### src/rtl/spram_fifo_ctrl.sv
// spram_fifo_ctrl: single-port RAM FIFO sequencer with round-robin push/pop arbitration; FIFO_ERR_CNT_EN adds saturating overflow/underflow counters
module spram_fifo_ctrl #(
    parameter int DATA_W = 32,
    parameter int ADDR_W = 5
) (
    input  logic              clk,
    input  logic              rst,
    input  logic              wr_valid,
    input  logic [DATA_W-1:0] wr_data,
    output logic              wr_ready,
    input  logic              rd_req,
    output logic              rd_ready,
    output logic [DATA_W-1:0] rd_data,
    output logic              rd_data_valid,
    output logic              full,
    output logic              empty,
    output logic [ADDR_W:0]   count,
    output logic              mem_en,
    output logic              mem_we,
    output logic [ADDR_W-1:0] mem_addr,
    output logic [DATA_W-1:0] mem_wdata,
    input  logic [DATA_W-1:0] mem_rdata
`ifdef FIFO_ERR_CNT_EN
    ,
    output logic [7:0]        ovf_cnt,
    output logic [7:0]        udf_cnt
`endif
);
    localparam int DEPTH = 2 ** ADDR_W;
    typedef enum logic {WR, RD} prio_t;
    prio_t prio, prio_nxt;
    logic [ADDR_W-1:0] wptr, rptr;
    logic [ADDR_W:0] count_nxt;
    logic wr_elig, rd_elig, wr_fire, rd_fire, vld;
    always_comb begin
        wr_elig   = wr_valid && !full;
        rd_elig   = rd_req && !empty;
        wr_ready  = !full && (!rd_elig || prio == WR);
        rd_ready  = !empty && (!wr_elig || prio == RD);
        wr_fire   = wr_valid && wr_ready;
        rd_fire   = rd_req && rd_ready;
        mem_en    = wr_fire || rd_fire;
        mem_we    = wr_fire;
        mem_addr  = wr_fire ? wptr : rptr;
        mem_wdata = wr_data;
        rd_data   = mem_rdata;
        count_nxt = count + (ADDR_W+1)'(wr_fire) - (ADDR_W+1)'(rd_fire);
        prio_nxt  = (wr_elig && rd_elig) ? (wr_fire ? RD : WR) : prio;
    end
    // a read launched just before reset must not surface while reset is held
    assign rd_data_valid = vld && !rst;
    always_ff @(posedge clk) begin
        if (rst) begin
            prio  <= WR;
            wptr  <= '0;
            rptr  <= '0;
            count <= '0;
            empty <= 1'b1;
            full  <= 1'b0;
            vld   <= 1'b0;
        end else begin
            prio  <= prio_nxt;
            wptr  <= wptr + ADDR_W'(wr_fire);
            rptr  <= rptr + ADDR_W'(rd_fire);
            count <= count_nxt;
            empty <= count_nxt == '0;
            full  <= count_nxt == (ADDR_W+1)'(DEPTH);
            vld   <= rd_fire;
        end
    end
`ifdef FIFO_ERR_CNT_EN
    always_ff @(posedge clk) begin
        if (rst) begin
            ovf_cnt <= '0;
            udf_cnt <= '0;
        end else begin
            ovf_cnt <= ovf_cnt + 8'(wr_valid && full && ovf_cnt != 8'hFF);
            udf_cnt <= udf_cnt + 8'(rd_req && empty && udf_cnt != 8'hFF);
        end
    end
`endif
endmodule
### config.mk
export PLATFORM = sky130hd
export DESIGN_NAME = spram_fifo_ctrl
export DESIGN_NICKNAME = d
export VERILOG_FILES = /design/src/rtl/spram_fifo_ctrl.sv
export SDC_FILE = /design/constraint.sdc
export NUM_CORES = 1
export LEC_CHECK = 0
export CORE_ASPECT_RATIO = 1.4
export CORE_MARGIN = 8
export CORE_UTILIZATION = 30
export DETAILED_ROUTE_END_ITERATION = 10
export MAX_ROUTING_LAYER = met4
export PLACE_DENSITY = 0.81
export SLEW_MARGIN = 0
export SYNTH_ARGS = -nofsm -noshare
export SYNTH_HDL_FRONTEND = slang
export SYNTH_SLANG_ARGS = --single-unit
### constraint.sdc
create_clock -name clk -period 2.9 [get_ports clk]
set_clock_uncertainty 0.2 [all_clocks]
set_input_delay 0.435 -clock clk [delete_from_list [all_inputs] [get_ports clk]]
set_output_delay 0.435 -clock clk [all_outputs]
set_load 0.05 [all_outputs]
**Word-level counts from Yosys, hierarchy flattened**

Index checks and enable logic that the tools add are counted.

- Muxes and demuxes: 2
- Reduce and logical (&&, ||, !) cells: 17
- Bitwise operators: 1
- $add $sub $neg: 4
- Eq/ne operators: 1

Operator list:

| cell | count |
|---|---|
| adder 5 x 1 -> 5 bit | 2 |
| logical AND 1 bit | 8 |
| adder 6 x 1 -> 6 bit | 1 |
| equality test 6 bit, second input constant | 1 |
| logical NOT 6 bit | 1 |
| subtractor 6 x 1 -> 6 bit | 1 |
| logical NOT 1 bit | 5 |
| two-way mux 5 bit | 1 |
| logical OR 1 bit | 3 |
| two-way mux 1 bit | 1 |
| NOT 1 bit | 1 |

- Register bits: 20
- Output and inout bits: 82
- Logic and storage cells: 32

**Logic depth before layout (Yosys ltp)**

- Depth after elaboration: 9
- Gate-level depth with buffers: 10
- Gate-level depth less buffers: 10

**Least setup slack after synthesis**

OpenSTA, ideal clock, no wires.

- Path kind: reg-to-reg
- From: register empty
- To: register empty
- Library setup time: 87 ps
- Stages on the path, launching flop included: 11
- Period minus slack after synthesis: 2958 ps
- Setup slack: -58 ps
- Path buffers: 1
- Data arrival time: 2671 ps
- Required time: 2613 ps
- Cell sequence: dfxtp_1 > nor2b_1 > a21o_1 > buf_2 > ha_1 > ha_1 > fa_1 > xnor2_1 > nor3b_2 > o221ai_2 > o31ai_1

- Cells in the longest elaborated chain, start to end: 9

RTL lines:

| what | RTL line | text |
|---|---|---|
| start: declaration | 16 | `output logic empty,` |
| start signal: assignment | 58 | `empty <= 1'b1;` |
| start signal: assignment | 66 | `empty <= count_nxt == '0;` |
| logical NOT 1 bit (*) | 37, 39 |  |
| logical AND 1 bit | 37 | `rd_elig = rd_req && !empty;` |
| logical NOT 1 bit | 38 | `wr_ready = !full && (!rd_elig \|\| prio == WR);` |
| logical OR 1 bit | 38 |  |
| logical AND 1 bit | 38 |  |
| logical AND 1 bit | 40 | `wr_fire = wr_valid && wr_ready;` |
| adder 6 x 1 -> 6 bit | 47 | `count_nxt = count + (ADDR_W+1)'(wr_fire) - (ADDR_W+1)'(rd_fire);` |
| subtractor 6 x 1 -> 6 bit (*) | 47 |  |
| logical NOT 6 bit (*) | 66 |  |

Mark *: on every way between the ends. The rest lies on a longest branch, timed or not.
A chain may end at the register's enable or synchronous reset.

**Final worst setup path**

- From: register full
- To: register empty

- Cells in the longest elaborated chain, start to end: 8

RTL lines:

| what | RTL line | text |
|---|---|---|
| start: declaration | 15 | `output logic full,` |
| start signal: assignment | 67 | `full <= count_nxt == (ADDR_W+1)'(DEPTH);` |
| logical NOT 1 bit (*) | 36, 38 |  |
| parallel branches: the longest is 5 deep, another holds adder 6 x 1 -> 6 bit | - |  |
| subtractor 6 x 1 -> 6 bit (*) | 47 |  |
| logical NOT 6 bit (*) | 66 |  |

Mark *: on every way between the ends.

==> out/results.ini <==
[floorplanning]
die_x_um = 76.3
num_rows = 30
core_area_um2 = 4880
dieArea_um2 = 7670
die_h_um = 100
io_pins = 150
start_util = 0.313

[critical_path]
cp.arrival_ns = 2.63
cpPeakStageDelay_ns = 0.39
required_ns = 2.87
cpMostUsedCell = ha_4
crit_chain = nand2b_1 -> o21ai_2 -> ha_4 -> ha_4 -> fa_2 -> xnor2_2 -> nor3b_4 -> o221ai_2 -> o31ai_1
ff2ff_setup_slack_ns = 0.24
r2r_end = empty
reg2reg_from = full
crit_slowest_cell = fa_2
crit_path_max_fanout = 4
crit_type = reg2reg
worst_setup_path_start_kind = flop
end_kind = flop
r2r_cells = 9

[power]
power_density_nw_per_um2 = 985
vdd_ir_drop_max_mv = 0.405
finalPower_w = 0.00150
cellLeakagePower_nw = 0.680

[drt]
drt_pass1_iterations = 4
route.detailed.drc = 0
routed_wl_mm = 2.95
wire_per_inst_um = 14.4
drt-initial-drc-count = 35
vias = 907
viasPerCell = 4.42
ant_nets = 0

[global_routing]
grtUsageTotal = 0.0754
grt_max_degree = 20
antenna_found_initial = 0
grt_pass1_vias = 919
grt_pass1_wl_mm = 4.43
grt_overflow_total = 0

[clock_network]
htree_levels = 1
clockBufferDepth = 2
cts_sinks = 20
cts_buffers = 3
cts-hold-fix-buffers = 0
clockRootBuffer = clkbuf_8
clk_latency_ns = 0.26
cts_tree = yes
clk_pin_slew_worst_paths_ns = 0.08

[worst_hold_path]
hold_depth = 2
hp-class = reg2reg
holdCritStartpoint = rptr[4]
hold_path_end = rptr[4]

[layout]
layout-drive-gt1-share = 0.277
fin_area_um2 = 1520
antenna_cells = 0
layout.nets = 222
fin_cells = 205
synthToLayoutAreaGrowth_pct = -0.491

[sta]
post-route-period-util = 0.917
rsz0062_at_grt = false
worstMarginPinSlew_ns = 0.522
holdWs_ns = 0.309
worst_slack_ns = 0.241
hold_violations = 0
drv_slew = 0
relSlewSlack = 0.651
max_clock_freq_mhz = 376
finalSetupViolCount = 0
finalCriticalPeriod_ns = 2.66

[logic_synthesis]
synth_cells = 173
avgSynthCellArea_um2 = 8.84
yosys_register_bits = 20
synthesis.area_um2 = 1530
synth_nets = 253
yosysWarningCount = 0
seq_area_frac_synth = 0.262
ys_types = 30

[placed_design]
dpl_cell_area_um2 = 1370
post-place-ws_ns = -0.388
placedCellCount = 197
hpwl_mm = 2.21
gp_congestion = 0.779
port_buffers = 21

[status]
outcome = complete, no violations

[run]
drv_cap = 0

## placed cells by master, fill, tap and decap left out, drive strengths merged
cell / Yosys / routed
a21o: 2 / 2
nand4: 1 / 1
and3: 2 / 2
buf: 66 / 20
fa: 1 / 1
a21oi: 7 / 7
mux2: 5 / 5
o21ai: 1 / 1
xor2: 4 / 4
xnor2: 5 / 5
o31ai: 1 / 1
nor3: 2 / 2
dlymetal6s2s: 0 / 2
nor2: 11 / 11
clkbuf: 1 / 4
ha: 11 / 11
o221ai: 1 / 1
nand2: 2 / 2
and3b: 1 / 1
a21boi: 1 / 1
a211o: 1 / 1
dfxtp: 20 / 20
clkdlybuf4s50: 0 / 9
inv: 10 / 10
nand2b: 1 / 1
nor3b: 2 / 2
nand3: 6 / 6
nor2b: 8 / 8
## worst max-delay path: cells and delay by family, from the launching register on
| family | cells | cell delay, ns |
|---|---|---|
| adders and majority gates | 3 | 0.80 |
| AOI/OAI and AO/OA | 3 | 0.63 |
| and+or+nand+nor | 2 | 0.43 |
| DFF | 1 | 0.32 |
| xor gates and xnor gates | 1 | 0.19 |
## sequential cells by signal (all words and copies together) (netlist names)
name   count
count      6
empty      1
full       1
prio       1
rptr       5
vld        1
wptr       5
## kinds of logic (layout without fill, tap and decap cells)
group,after synthesis,after routing,share of synthesized area
adders and majority gates,12,12,0.103
AOI/OAI and AO/OA,14,14,0.0687
and+or+nand+nor,36,36,0.130
buffers and inverters,77,45,0.348
DFF,20,20,0.262
xor gates and xnor gates,9,9,0.0516
muxes,5,5,0.0368
## per-layer routing
layer,part of all wire,GRT usage
met5,0,-
met2,0.52,0.131
met3,0.087,0.0268
met4,0.056,0.0639
met1,0.34,0.0641
## Yosys cell counts (all sizes together)
| cell type | n | area [um2] |
|---|---|---|
| a211o | 1 | 8.76 |
| and3b | 1 | 10.0 |
| a21o | 2 | 15.0 |
| clkbuf | 1 | 3.75 |
| nor2 | 11 | 41.3 |
| o221ai | 1 | 15.0 |
| inv | 10 | 37.5 |
| nand2 | 2 | 7.51 |
| nand3 | 6 | 35.0 |
| and3 | 2 | 12.5 |
| o21ai | 1 | 5.00 |
| xor2 | 4 | 35.0 |
| nor2b | 8 | 50.1 |
| a21boi | 1 | 7.51 |
| fa | 1 | 20.0 |
| o31ai | 1 | 7.51 |
| dfxtp | 20 | 400 |
| a21oi | 7 | 46.3 |
| buf | 66 | 490 |
| ha | 11 | 138 |
| nor3 | 2 | 10.0 |
| nor3b | 2 | 20.0 |
| mux2 | 5 | 56.3 |
| nand2b | 1 | 6.26 |
| nand4 | 1 | 6.26 |
| xnor2 | 5 | 43.8 |
## repair_timing
action,4_1_cts,5_1_grt
gates cloned,0,0
gates resized for setup,4,10
pin swaps,1,5
endpoints found under the setup margin,2,2
endpoints found under the hold margin,0,0
setup buffers,0,4
## layout make-up
| class | instances | area, um2 |
|---|---|---|
| fill | 509 | 3360 |
| multi-input combinational | 76 | 653 |
| sequential | 20 | 402 |
| timing repair buffer | 31 | 294 |
| tap | 64 | 80.1 |
| clock buffer | 4 | 55.1 |
| inverter | 10 | 37.5 |
## through the flow
stage | TNS (ns) | util
after global routing | 0 | 0.312
after detailed placement | -0.856 | 0.281
after CTS | 0 | 0.294
after floorplan | 0 | -
final | 0 | 0.312
after global placement | -0.487 | 0.281
## worst max path at each step
stage,start,end,slack [ns],cells past startpoint
6_report,full,empty,0.24,9
5_1_grt,full,empty,0.13,9
4_1_cts,rd_req,empty,0.03,10
3_5_place_dp,wr_valid,empty,-0.39,10
3_3_place_gp,wr_valid,empty,-0.27,10
2_1_floorplan,full,empty,0.01,10
## report_power, final
part           leakage (nW)  switching [W]  internal [W]  total [W]
clock                0.0288      0.0000957      0.000121   0.000217
combinational         0.488       0.000520      0.000393   0.000913
sequential            0.164      0.0000433      0.000326   0.000370
total                 0.680       0.000659      0.000840    0.00150
(Power assumes the default switching activity.)
